--- config.mk ---
export PLATFORM = sky130hd
export DESIGN_NAME = decode_hazard_ctrl_flat
export DESIGN_NICKNAME = d
export VERILOG_FILES = /design/src/rtl/decode_hazard_ctrl_if.sv /design/src/rtl/decode_hazard_ctrl.sv /design/src/flat_wrapper.sv
export SDC_FILE = /design/constraint.sdc
export NUM_CORES = 1
export LEC_CHECK = 0
export ABC_AREA = 1
export CORE_MARGIN = 5
export CORE_UTILIZATION = 30
export DETAILED_ROUTE_END_ITERATION = 10
export PLACE_DENSITY = 0.59
export SETUP_SLACK_MARGIN = 0.3
export SKIP_LAST_GASP = 1
export SYNTH_ARGS = -nofsm -noshare
export SYNTH_HDL_FRONTEND = slang
export SYNTH_SLANG_ARGS = --single-unit
--- constraint.sdc ---
create_clock -name clk -period 1.7 [get_ports clk]
set_input_delay 0.17 -clock clk [delete_from_list [all_inputs] [get_ports clk]]
set_output_delay 0.17 -clock clk [all_outputs]
set_load 0.03 [all_outputs]
--- src/rtl/decode_hazard_ctrl_if.sv ---
// Signal bundle between the first decode stage, fetch, writeback and the
// decode hazard controller. The controller uses the slave modport; the
// pipeline side (or a bench) uses the master modport.
//
// Handshake: the controller has no valid/ready pair. issue_valid is a
// single-cycle qualifier. When it is high, the instruction presented on
// dec_* during that cycle is accepted downstream at the next rising edge.
// While stall is high the decode registers must hold. While flush is high
// they must be cleared. fetch_redirect is a one-cycle pulse. The fetch
// unit must take fetch_redirect_pc in the cycle that fetch_redirect is high.
// state and sb are observation-only copies of the FSM state and the scoreboard.
interface decode_hazard_ctrl_if;
  logic [6:0]  dec_opcode;
  logic [4:0]  dec_rd;
  logic [4:0]  dec_rs1;
  logic [4:0]  dec_rs2;
  logic        wb_valid;
  logic [4:0]  wb_rd;
  logic        redirect_valid;
  logic [31:0] redirect_pc;
  logic        halt_req;
  logic        mem_wait;
  logic        stall;
  logic        flush;
  logic        issue_valid;
  logic        fetch_redirect;
  logic [31:0] fetch_redirect_pc;
  logic        halted;
  logic [15:0] stall_cnt;
  logic [1:0]  state;
  logic [31:0] sb;

  modport master (
    output dec_opcode, dec_rd, dec_rs1, dec_rs2, wb_valid, wb_rd,
           redirect_valid, redirect_pc, halt_req, mem_wait,
    input  stall, flush, issue_valid, fetch_redirect, fetch_redirect_pc,
           halted, stall_cnt, state, sb
  );

  modport slave (
    input  dec_opcode, dec_rd, dec_rs1, dec_rs2, wb_valid, wb_rd,
           redirect_valid, redirect_pc, halt_req, mem_wait,
    output stall, flush, issue_valid, fetch_redirect, fetch_redirect_pc,
           halted, stall_cnt, state, sb
  );
endinterface

--- src/rtl/decode_hazard_ctrl.sv ---
// Decode-stage sequencing controller. It produces stall and flush for
// decode stage 1. It tracks in-flight load destinations in a 32-bit
// scoreboard. It turns redirects into a multi-cycle flush and a registered
// fetch redirect. It also freezes decode on halt requests and on memory-wait.
module decode_hazard_ctrl #(
  parameter int unsigned FLUSH_CYCLES = 2,
  parameter logic [6:0]  LOAD_OPCODE  = 7'b0000011
) (
  input  logic                 clk,
  input  logic                 rst_n,
  decode_hazard_ctrl_if.slave  bus
);

  localparam logic [1:0] ST_RUN   = 2'd0;
  localparam logic [1:0] ST_FLUSH = 2'd1;
  localparam logic [1:0] ST_HALT  = 2'd2;

  // The redirect cycle itself flushes combinationally. The FLUSH state
  // therefore covers only the remaining FLUSH_CYCLES-1 cycles.
  localparam bit         MULTI  = (FLUSH_CYCLES > 1);
  localparam logic [3:0] RELOAD = 4'(FLUSH_CYCLES - 1);

  localparam logic [6:0] OP_LUI   = 7'b0110111;
  localparam logic [6:0] OP_AUIPC = 7'b0010111;
  localparam logic [6:0] OP_JAL   = 7'b1101111;
  localparam logic [6:0] OP_REG   = 7'b0110011;
  localparam logic [6:0] OP_STORE = 7'b0100011;
  localparam logic [6:0] OP_BR    = 7'b1100011;

  logic [1:0]  state_q, state_nxt;
  logic [3:0]  cnt_q, cnt_nxt;
  logic [31:0] sb_q, sb_nxt;
  logic        fr_q;
  logic [31:0] fr_pc_q;
  logic [15:0] stall_cnt_q;

  logic        bubble, rs1_used, rs2_used, rd_written;
  logic        rs1_blk, rs2_blk, hazard;
  logic        flush, stall, issue, sb_set;

  // Operand usage decoded from the opcode class
  always_comb begin
    bubble     = (bus.dec_opcode == 7'd0);
    rs1_used   = !bubble && (bus.dec_opcode != OP_LUI) &&
                 (bus.dec_opcode != OP_AUIPC) && (bus.dec_opcode != OP_JAL);
    rs2_used   = (bus.dec_opcode == OP_REG) || (bus.dec_opcode == OP_STORE) ||
                 (bus.dec_opcode == OP_BR);
    rd_written = !bubble && (bus.dec_opcode != OP_STORE) &&
                 (bus.dec_opcode != OP_BR) && (bus.dec_rd != 5'd0);
  end

  // RAW hazard: a busy source register stalls decode. A same-cycle
  // writeback of that register is bypassed and does not stall.
  always_comb begin
    rs1_blk = (bus.dec_rs1 != 5'd0) && sb_q[bus.dec_rs1] &&
              !(bus.wb_valid && (bus.wb_rd == bus.dec_rs1));
    rs2_blk = (bus.dec_rs2 != 5'd0) && sb_q[bus.dec_rs2] &&
              !(bus.wb_valid && (bus.wb_rd == bus.dec_rs2));
    hazard  = (rs1_used && rs1_blk) || (rs2_used && rs2_blk);
  end

  // Stage controls, all forced low while reset is asserted. A redirect
  // overrides halt, memory-wait and hazards.
  always_comb begin
    flush  = rst_n && (bus.redirect_valid || (state_q == ST_FLUSH));
    stall  = rst_n && !flush &&
             ((state_q == ST_HALT) || bus.mem_wait || hazard);
    issue  = rst_n && (state_q == ST_RUN) && !flush && !stall && !bubble;
    sb_set = issue && (bus.dec_opcode == LOAD_OPCODE) && rd_written;
  end

  // FSM next state. A redirect always restarts the flush window,
  // whichever state the FSM is in.
  always_comb begin
    state_nxt = state_q;
    cnt_nxt   = cnt_q;
    if (bus.redirect_valid) begin
      state_nxt = MULTI ? ST_FLUSH : ST_RUN;
      cnt_nxt   = MULTI ? RELOAD : 4'd0;
    end else begin
      case (state_q)
        ST_RUN: begin
          if (bus.halt_req) state_nxt = ST_HALT;
        end
        ST_FLUSH: begin
          if (cnt_q <= 4'd1) begin
            state_nxt = bus.halt_req ? ST_HALT : ST_RUN;
            cnt_nxt   = 4'd0;
          end else begin
            cnt_nxt = cnt_q - 4'd1;
          end
        end
        ST_HALT: begin
          if (!bus.halt_req) state_nxt = ST_RUN;
        end
        default: begin
          state_nxt = ST_RUN;
          cnt_nxt   = 4'd0;
        end
      endcase
    end
  end

  // Scoreboard next value. The set is applied after the clear, so set
  // wins on the same register. x0 is never marked busy.
  always_comb begin
    sb_nxt = sb_q;
    if (bus.wb_valid) sb_nxt[bus.wb_rd] = 1'b0;
    if (sb_set)       sb_nxt[bus.dec_rd] = 1'b1;
    sb_nxt[0] = 1'b0;
  end

  // State, scoreboard, fetch redirect register and saturating stall counter
  always_ff @(posedge clk or negedge rst_n) begin
    if (!rst_n) begin
      state_q     <= ST_RUN;
      cnt_q       <= 4'd0;
      sb_q        <= 32'd0;
      fr_q        <= 1'b0;
      fr_pc_q     <= 32'd0;
      stall_cnt_q <= 16'd0;
    end else begin
      state_q <= state_nxt;
      cnt_q   <= cnt_nxt;
      sb_q    <= sb_nxt;
      fr_q    <= bus.redirect_valid;
      if (bus.redirect_valid) fr_pc_q <= bus.redirect_pc;
      if (stall && (stall_cnt_q != 16'hFFFF)) stall_cnt_q <= stall_cnt_q + 16'd1;
    end
  end

  assign bus.stall             = stall;
  assign bus.flush             = flush;
  assign bus.issue_valid       = issue;
  assign bus.fetch_redirect    = fr_q;
  assign bus.fetch_redirect_pc = fr_pc_q;
  assign bus.halted            = rst_n && (state_q == ST_HALT);
  assign bus.stall_cnt         = stall_cnt_q;
  assign bus.state             = state_q;
  assign bus.sb                = sb_q;

endmodule

--- src/flat_wrapper.sv ---
// flat-port wrapper written by rule: the top's interface ports become plain ports
module decode_hazard_ctrl_flat 
#(
  parameter int unsigned FLUSH_CYCLES = 2,
  parameter logic [6:0]  LOAD_OPCODE  = 7'b0000011
)
  (clk, rst_n, bus_dec_opcode, bus_dec_rd, bus_dec_rs1, bus_dec_rs2, bus_wb_valid, bus_wb_rd, bus_redirect_valid, bus_redirect_pc, bus_halt_req, bus_mem_wait, bus_stall, bus_flush, bus_issue_valid, bus_fetch_redirect, bus_fetch_redirect_pc, bus_halted, bus_stall_cnt, bus_state, bus_sb);
  decode_hazard_ctrl_if bus_i ();
  input  logic clk;
  input  logic rst_n;
  input wire logic [$bits(bus_i.dec_opcode)-1:0] bus_dec_opcode;
  input wire logic [$bits(bus_i.dec_rd)-1:0] bus_dec_rd;
  input wire logic [$bits(bus_i.dec_rs1)-1:0] bus_dec_rs1;
  input wire logic [$bits(bus_i.dec_rs2)-1:0] bus_dec_rs2;
  input wire logic [$bits(bus_i.wb_valid)-1:0] bus_wb_valid;
  input wire logic [$bits(bus_i.wb_rd)-1:0] bus_wb_rd;
  input wire logic [$bits(bus_i.redirect_valid)-1:0] bus_redirect_valid;
  input wire logic [$bits(bus_i.redirect_pc)-1:0] bus_redirect_pc;
  input wire logic [$bits(bus_i.halt_req)-1:0] bus_halt_req;
  input wire logic [$bits(bus_i.mem_wait)-1:0] bus_mem_wait;
  output wire logic [$bits(bus_i.stall)-1:0] bus_stall;
  output wire logic [$bits(bus_i.flush)-1:0] bus_flush;
  output wire logic [$bits(bus_i.issue_valid)-1:0] bus_issue_valid;
  output wire logic [$bits(bus_i.fetch_redirect)-1:0] bus_fetch_redirect;
  output wire logic [$bits(bus_i.fetch_redirect_pc)-1:0] bus_fetch_redirect_pc;
  output wire logic [$bits(bus_i.halted)-1:0] bus_halted;
  output wire logic [$bits(bus_i.stall_cnt)-1:0] bus_stall_cnt;
  output wire logic [$bits(bus_i.state)-1:0] bus_state;
  output wire logic [$bits(bus_i.sb)-1:0] bus_sb;
  assign bus_i.dec_opcode = bus_dec_opcode;
  assign bus_i.dec_rd = bus_dec_rd;
  assign bus_i.dec_rs1 = bus_dec_rs1;
  assign bus_i.dec_rs2 = bus_dec_rs2;
  assign bus_i.wb_valid = bus_wb_valid;
  assign bus_i.wb_rd = bus_wb_rd;
  assign bus_i.redirect_valid = bus_redirect_valid;
  assign bus_i.redirect_pc = bus_redirect_pc;
  assign bus_i.halt_req = bus_halt_req;
  assign bus_i.mem_wait = bus_mem_wait;
  assign bus_stall = bus_i.stall;
  assign bus_flush = bus_i.flush;
  assign bus_issue_valid = bus_i.issue_valid;
  assign bus_fetch_redirect = bus_i.fetch_redirect;
  assign bus_fetch_redirect_pc = bus_i.fetch_redirect_pc;
  assign bus_halted = bus_i.halted;
  assign bus_stall_cnt = bus_i.stall_cnt;
  assign bus_state = bus_i.state;
  assign bus_sb = bus_i.sb;
  decode_hazard_ctrl #(.FLUSH_CYCLES(FLUSH_CYCLES), .LOAD_OPCODE(LOAD_OPCODE)) u_core (.clk(clk), .rst_n(rst_n), .bus(bus_i));
endmodule
# == Yosys cells after proc, flatten, opt, wreduce, memory -nomap -nowiden ==
# Cells that the tools add are included.
# totals
ff_bits,86
in_bits,65
out_inout_bits,87
wordCells,100
# op_classes
addsub,2
order_cmp,7
n_eq_ne,18
mux,19
bitwise,3
n_reduce_logical,45
# ops
cell,n
$mux 32,2
$and 32x32->32,1
$not 32->32,1
$or 32x32->32,1
$logic_and 1x1->1,27
$lt 5x6->1 const B,4
$add 16x1->16 const B,1
$ne 16x16->1 const B,1
$reduce_bool 5->1,3
$eq 7x6->1 const B,2
$ne 7x6->1 const B,2
$ne 7x7->1 const B,2
$bmux 1 s5,2
$demux 1 s5,2
$eq 5x5->1,2
$ge 5x1->1 const B,2
$mux 2,5
$ne 3x3->1 const B,3
$mux 4,2
$pmux 4 s2,1
$eq 7x2->1 const B,1
$eq 7x7->1 const B,1
$logic_not 7->1,1
$ne 7x5->1 const B,1
other kinds (12),24

# == Depth between registers and ports, before layout ==
# Gate-level depths: netlist of run 1.
# depth
depth_word,15
mapped_depth,17
mapped_depth_nobuf,14

# == Worst setup path after synthesis of run 1 ==
# OpenSTA, ideal clock, no wires.
# synth_timing
path_kind,register -> register
from,"register u_core.stall_cnt_q[0], in the netlist u_core.bus.stall_cnt[0]"
to,"register u_core.stall_cnt_q[11], in the netlist u_core.bus.stall_cnt[11]"
setup_ns,0.119
arrival_time_ns,1.905
required_ns,1.581
path_slack_ns,-0.324
stages_incl_launch_ff,12
path_buffers,1
period_less_slack_ns,2.024
cell_sequence,dfrtp_1 > ha_1 > nand3_2 > nor2_2 > inv_1 > nor2_2 > inv_2 > nor2_4 > nand4_2 > buf_2 > nand4_1 > nand2_1
# synth_via
elab_chain_len,2
elab_cells_between_ends,3
cone_classes,1 x add/sub; 1 x eq/ne; 1 x reduce/logical
# synth_rtl
element,line,text
"start, declared",decode_hazard_ctrl.sv:35,logic [15:0] stall_cnt_q;
"start signal, assigned",decode_hazard_ctrl.sv:128,if (stall && (stall_cnt_q != 16'hFFFF)) stall_cnt_q <= stall_cnt_q + 16'd1;
branches (longest 2 deep; another with $add 16x1->16),n/a,
# Several ways; the timed one is not identified.
# A chain may end at the register's enable or synchronous reset.

# == Final worst setup path of run 1 ==
# layout_timing
from,"register u_core.state_q[0], in the netlist u_core.bus.state[0]"
to,output port bus_issue_valid
# layout_via
elab_chain_len,9
elab_cells_between_ends,15
cone_classes,2 x eq/ne; 13 x reduce/logical
# layout_rtl
element,line,text
"start, declared",decode_hazard_ctrl.sv:30,"logic [1:0] state_q, state_nxt;"
"start signal, assigned",decode_hazard_ctrl.sv:123,state_q <= state_nxt;
$eq 2x1->1,decode_hazard_ctrl.sv:65,flush = rst_n && (bus.redirect_valid || (state_q == ST_FLUSH));
$logic_or 1x1->1,decode_hazard_ctrl.sv:65,
$logic_and 1x1->1,decode_hazard_ctrl.sv:65,
$logic_not 1->1,"decode_hazard_ctrl.sv:66, decode_hazard_ctrl.sv:68",
$logic_and 1x1->1 (2 in series),decode_hazard_ctrl.sv:66,stall = rst_n && !flush &&
$logic_not 1->1,decode_hazard_ctrl.sv:68,issue = rst_n && (state_q == ST_RUN) && !flush && !stall && !bubble;
$logic_and 1x1->1 (*) (2 in series),decode_hazard_ctrl.sv:68,
"end, declared",flat_wrapper.sv:23,output wire logic [$bits(bus_i.issue_valid)-1:0] bus_issue_valid;
# Mark *: on every way between the ends. The rest lies on a longest branch, timed or not.

==> out/results.txt, run 1 <==
status: complete, but fails checks
failing checks: negative setup slack
share of layout cells above drive strength 1: 28.8%
Num CTS Buffers: 9
mux contribution to synthesized area: 0%
Final Instance Area: 8400 um^2
CTS Sinks: 86
yosys warns: 0
Commonest cells post-synth: nand2_1, dfrtp_1, nand3_1
worst-skew pair later-pin latency: 0.34 ns
Via Count: 5820
clk buf depth: 2
area delta synth->final: 61.7%
Post-DRT Antenna Nets: 0
area leader, netlist: dfrtp_1
H-tree levels: 3
ys flop type: dfrtp_1
TritonCTS clock tree: built
CP Depth: 7
Mapped Avg Cell Area: 7.06 um^2
Max rail drop VDD: 0.602 mV
number of global-route vias before repair: 5613
MaxCap Viol Count: 0
first-pass GRT wire length: 30400 um
Core Region: 17100 um^2
max incr delay on CP: 0.43 ns
Post-synth EDFFs: 0
Remaining DRCs: 0
die area: 20100 um^2
Unique masters post-synth: 36
unrepaired setup endpoints after global routing: yes
post-synthesis compound-gate area fraction: 6.16%
drt pass-1 iters: 5
Hold Crit Class: in -> async
post-synthesis share of cell area spent on xor and xnor gates: 2.87%
startpoint types: flip-flop
CP endpoint: bus_issue_valid
most frequent cell after synthesis: nand2_1
initial antenna violation count: 0
leakage power: 4.25 nW
Critical Path Start: u_core.bus.state[0]
critical path's top delay family: simple AND/OR/NAND/NOR gates
fin crit period: 2.06 ns
port bufs: 150
max frequency: 0.485 GHz
R2R setup slack: -0.30 ns
final worst slack: -0.363 ns
sum of buffers and inverters on the critical path: 3
drt total wl: 18900 um
final period utilization: 121%
Placed Instance Area: 7690 um^2
Iter 0 DRT Violations: 273
clock skew: 0.0106 ns
reg2reg end: u_core.bus.sb[10]
max_slew headroom: 30.4%
CP max FO: 3
largest family of logic cells by synthesized area: simple AND/OR/NAND/NOR gates
cells after synthesis: 736
clk root buf: clkbuf_16
Routability Congestion: 0.897
GRT Residual Overflow: 0
Simple-Gate Fraction of Synth Area: 39.9%
Synth top area share: 41.4%
Crit Path Class: reg -> out
FFs w/ async S/R, synth: 100%
Synth Area in Adders: 0.722%
CP required: 1.53 ns
Die Height: 142 um
Cell Chain, Critical Path: inv_4, nor2_4, nor3_2, nand3_1, buf_4, nor3_4, buf_6
Worst setup EP type: primary output
Net count, final: 1061
Reg-to-Reg Start: u_core.bus.sb[6]
pin count of the biggest net entering global routing: 79
syn_nets: 804
Slew @ Worst Pin: 1.04 ns
IO Pins: 152
Cell Area, Synth: 5200 um^2
Routed wire per std cell: 15.5 um
clock transition at the registers of the reported paths: 0.07 ns
Via density: 4.76
Final setup viols: 49
GRT Util Overall: 18.8%
Final Hold Viols: 0
Synth area leaders: dfrtp_1, nand2_1, nand4_1
Yosys reg bits: 86
reg2reg path depth: 15
HPWL after DPL: 13500 um
pre-CTS setup slack: -0.767 ns
Starting Density: 30.4%
register area share after synthesis: 41.4%
Die W: 142 um
pwr dens: 697 nW/um^2
slowest CP cell: dfrtp_2
Antenna diodes: 0
row cnt: 48
Slew Viols, Final: 0
arrival time of the worst setup path: 1.89 ns
==> worst min-delay path by stage <==
stage / from / endpoint / slack [ns]
floorplan: rst_n / u_core.bus.fetch_redirect / -0.13
global placement: rst_n / u_core.bus.fetch_redirect_pc[6] / 0.13
detailed placement: rst_n / u_core.bus.fetch_redirect_pc[6] / 0.13
CTS: rst_n / u_core.bus.fetch_redirect_pc[8] / 0.28
global route: rst_n / u_core.bus.fetch_redirect_pc[8] / 0.33
finish: rst_n / u_core.bus.fetch_redirect_pc[8] / 0.19
==> tightest hold or removal path, delay by kind of cell <==
family,cells,cell delay [ns]
buffers and inverters,3,0.94
==> cells by family (layout without fill, tap and decap cells) <==
family,Yosys count,in the layout
simple gates,473,475
buf+inv,97,357
flops,86,86
compound gates,59,59
xor+xnor,17,17
fa+ha+maj,3,3
other cells,1,1
==> registers in the layout, indices dropped and copies added (netlist names) <==
register / flops
u_core.bus.fetch_redirect_pc: 32
u_core.bus.fetch_redirect: 1
u_core.bus.sb: 31
u_core.cnt_q: 4
u_core.bus.stall_cnt: 16
u_core.bus.state: 2
==> what timing repair did <==
item / CTS / global route
hold buffers: 1 / 0
pin swaps: 18 / 18
endpoints found under the setup margin: 137 / 68
hold endpoints to repair: 8 / 0
cloned: 7 / 1
setup buffers: 15 / 3
gates resized for setup: 196 / 43
==> through the flow <==
stage	cells	total power [mW]	hold WS, ns	utilization (%)	TNS, ns
after global routing	1223	6.14	0.330	49.1	-17.89
after CTS	1219	5.86	0.279	48.7	-11.80
after detailed placement	1180	3.84	0.132	44.9	-31.55
after global placement	1180	3.84	0.130	44.9	-31.71
after floorplan	736	3.08	-0.126	-	-0.871
final	1223	5.85	0.189	49.1	-11.40
==> routing by layer <==
metal	global-route usage [%]	part of all wire, %	routed length (um)
met1	26.7	45	8440
met2	28.2	44	8270
met3	5.36	10	1960
met4	5.10	1.4	271
met5	0	0	0
==> final cells by class <==
cell class / count / area [um^2]
inverter: 62 / 240
clock inverter: 6 / 52.6
tap: 225 / 282
clock buffer: 10 / 239
timing repair buffer: 279 / 2630
multi-input combinational: 555 / 2770
sequential: 86 / 2200
fill: 1720 / 8720
==> cell usage in the layout, fill, tap and decap left out, types with 5 or more instances in the layout <==
cell type        Yosys  layout
inv_1               58      34
dlygate4sd2_1        0      50
nand2_1            280     276
buf_4                3     108
dfrtp_2              0      35
clkdlybuf4s15_2      0      31
nor2_4               2       9
buf_6               10      14
clkbuf_2             0      10
a21oi_1             12      10
dfrtp_1             86      51
xor2_1              11      11
xnor2_1              6       6
o21ai_0             36      34
nor4_1               5       5
clkdlybuf4s50_1      0      51
nor2_1              56      53
buf_12               0       6
inv_2                3      25
clkbuf_16            0      11
nand3_1             62      61
nand4_1             50      50
==> power breakdown <==
group | switching, mW | internal [mW] | leakage [nW] | total, mW
clock | 0.880 | 1.05 | 0.138 | 1.93
combinational | 0.934 | 0.723 | 3.04 | 1.66
sequential | 0.0887 | 2.17 | 1.07 | 2.26
total | 1.90 | 3.95 | 4.25 | 5.85
Note: power is estimated with default switching activity, not from simulation.
==> run 2, diff against run 1 <==
==> constraint.sdc (replaced) <==
create_clock -name clk -period 1.7 [get_ports clk]
set_input_delay 0.51 -clock clk [delete_from_list [all_inputs] [get_ports clk]]
set_output_delay 0.51 -clock clk [all_outputs]
set_load 0.03 [all_outputs]
==> run 2 against run 1 <==
The run still ends with negative setup slack left; first-iteration DRC count up 41%; total power increased by 7.7%; routed wire length increased by 2.5%; non-clock buffer count rose by 48.
==> out/results.txt, run 2 (synthesized netlist as in run 1, its figures left out) <==
clk buf depth: 2
critical path's top delay family: buffers and inverters
Cell Chain, Critical Path: buf_6, inv_2, nand2_1, inv_1, nand2_1, inv_2, buf_4, buf_4, buf_4, buf_4, buf_4, buf_6, nor3_4, buf_6
arrival time of the worst setup path: 1.88 ns
max incr delay on CP: 0.17 ns
Remaining DRCs: 0
commonest non-fill, non-tap cells in the layout: nand2_1, buf_6, buf_4
CTS Sinks: 86
pin count of the biggest net entering global routing: 56
Reg-to-Reg Start: u_core.bus.sb[1]
Starting Density: 30.4%
pre-CTS setup slack: -1.26 ns
HPWL after DPL: 13800 um
Iter 0 DRT Violations: 384
Routability Congestion: 0.903
max FFs per register: 32
Via Count: 6074
drt total wl: 19400 um
clock skew: 0.00978 ns
Antenna diodes: 0
sum of buffers and inverters on the critical path: 11
Final setup viols: 51
TritonCTS clock tree: built
Slew @ Worst Pin: 0.728 ns
max frequency: 0.418 GHz
GRT Residual Overflow: 0
share of layout cells above drive strength 1: 37.5%
placed cells: 1201
Post-DRT Antenna Nets: 0
unrepaired setup endpoints after global routing: yes
Most Frequent Cell on Critical Path: buf_4
Final Hold Viols: 0
pwr dens: 690 nW/um^2
CP required: 1.19 ns
leakage power: 4.69 nW
setup_tns: -18.58 ns
clk root buf: clkbuf_16
final period utilization: 141%
Crit Path Class: in -> out
Critical Path Start: bus_dec_opcode[4]
die area: 20100 um^2
Die W: 142 um
Routed wire per std cell: 15.3 um
slowest CP cell: nor3_4
Slew Viols, Final: 0
reg2reg path depth: 18
R2R setup slack: -0.53 ns
CP endpoint: bus_issue_valid
CP Depth: 14
Worst setup EP type: primary output
Num CTS Buffers: 9
area delta synth->final: 75.7%
H-tree levels: 3
port bufs: 150
Hold Crit Class: in -> async
first-pass GRT wire length: 31200 um
Via density: 4.78
Die Height: 142 um
failing checks: negative setup slack
initial antenna violation count: 0
Net count, final: 1108
final worst slack: -0.692 ns
fin crit period: 2.39 ns
max_slew headroom: 51.5%
startpoint types: input port
row cnt: 48
Cell Count, Final, Fillers Out: 1270
CP max FO: 3
GRT Util Overall: 19.3%
clock transition at the registers of the reported paths: 0.07 ns
MaxCap Viol Count: 0
status: complete, but fails checks
IO Pins: 152
Filler Cell Count: 1611
reg2reg end: u_core.bus.sb[30]
worst-skew pair later-pin latency: 0.36 ns
Max rail drop VDD: 0.436 mV
Core Region: 17100 um^2
drt pass-1 iters: 6
most common cell after layout, fill and taps aside: nand2_1
number of global-route vias before repair: 5934
## run 2: cell count changes in the layout (fill, tap and decap cells not counted), sizes merged, moves of 2 or more
cell,previous run,this run
buf,130,274
clkdlybuf4s15,32,4
clkdlybuf4s50,51,39
inv,65,67
dlygate4sd2,50,7
clkbuf,22,11
## run 2: timing repair
action / 4_1_cts / 5_1_grt
cloned: 8 / 1
buffers inserted: 24 / 20
resized for setup: 621 / 65
setup endpoints to repair: 145 / 138
pin swaps: 29 / 24
hold buffers: 0 / 0
## run 2: worst min-delay path, stage by stage
cell,delay [ns]
buf_4,0.09
buf_4,0.10
buf_4,0.36
## run 2: worst min-delay path by stage
stage / from / endpoint / cells past startpoint
after floorplan: rst_n / u_core.bus.fetch_redirect / 0
after global placement: u_core.bus.fetch_redirect_pc[1] / u_core.bus.fetch_redirect_pc[1] / 2
after detailed placement: u_core.bus.fetch_redirect_pc[17] / u_core.bus.fetch_redirect_pc[17] / 2
after CTS: rst_n / u_core.bus.sb[19] / 3
after global routing: rst_n / u_core.bus.sb[27] / 3
final: rst_n / u_core.bus.sb[19] / 3
## run 2: cell type report
| type | instances | area, um^2 | area share (%) |
|---|---|---|---|
| repair buffers | 327 | 3300 | 36.2 |
| flip-flops and latches | 86 | 2170 | 23.8 |
| repair inverters | 1 | 11.3 | 0.123 |
| multi-input cells | 553 | 2800 | 30.6 |
| clock inverters | 7 | 87.6 | 0.959 |
| well taps | 225 | 282 | 3.08 |
| inverters | 62 | 255 | 2.80 |
| clock buffers | 9 | 225 | 2.47 |
## run 2: stage by stage
stage	cell area (um^2)	hold WS, ns	util (%)	power, mW
after global routing	9130	0.331	53.3	6.60
after floorplan	5310	0.214	-	3.07
after detailed placement	7800	0.458	45.6	3.86
after CTS	8770	0.302	51.3	6.23
after global placement	7800	0.453	45.6	3.85
final	9130	0.289	53.3	6.30
## run 2: report_power, final
group          internal, mW  switching, mW  total (mW)
clock                  1.18          0.966        2.15
sequential             2.17          0.115        2.29
combinational         0.915          0.952        1.87
total                  4.27           2.03        6.30
## run 2: metal layers
layer | wire length (um) | up-vias | global-route usage [%]
li1 | - | 3001 | -
met1 | 8250 | 2788 | 26.0
met2 | 8870 | 255 | 30.0
met3 | 1890 | 30 | 5.36
met4 | 414 | 0 | 6.16
met5 | 0 | - | 0
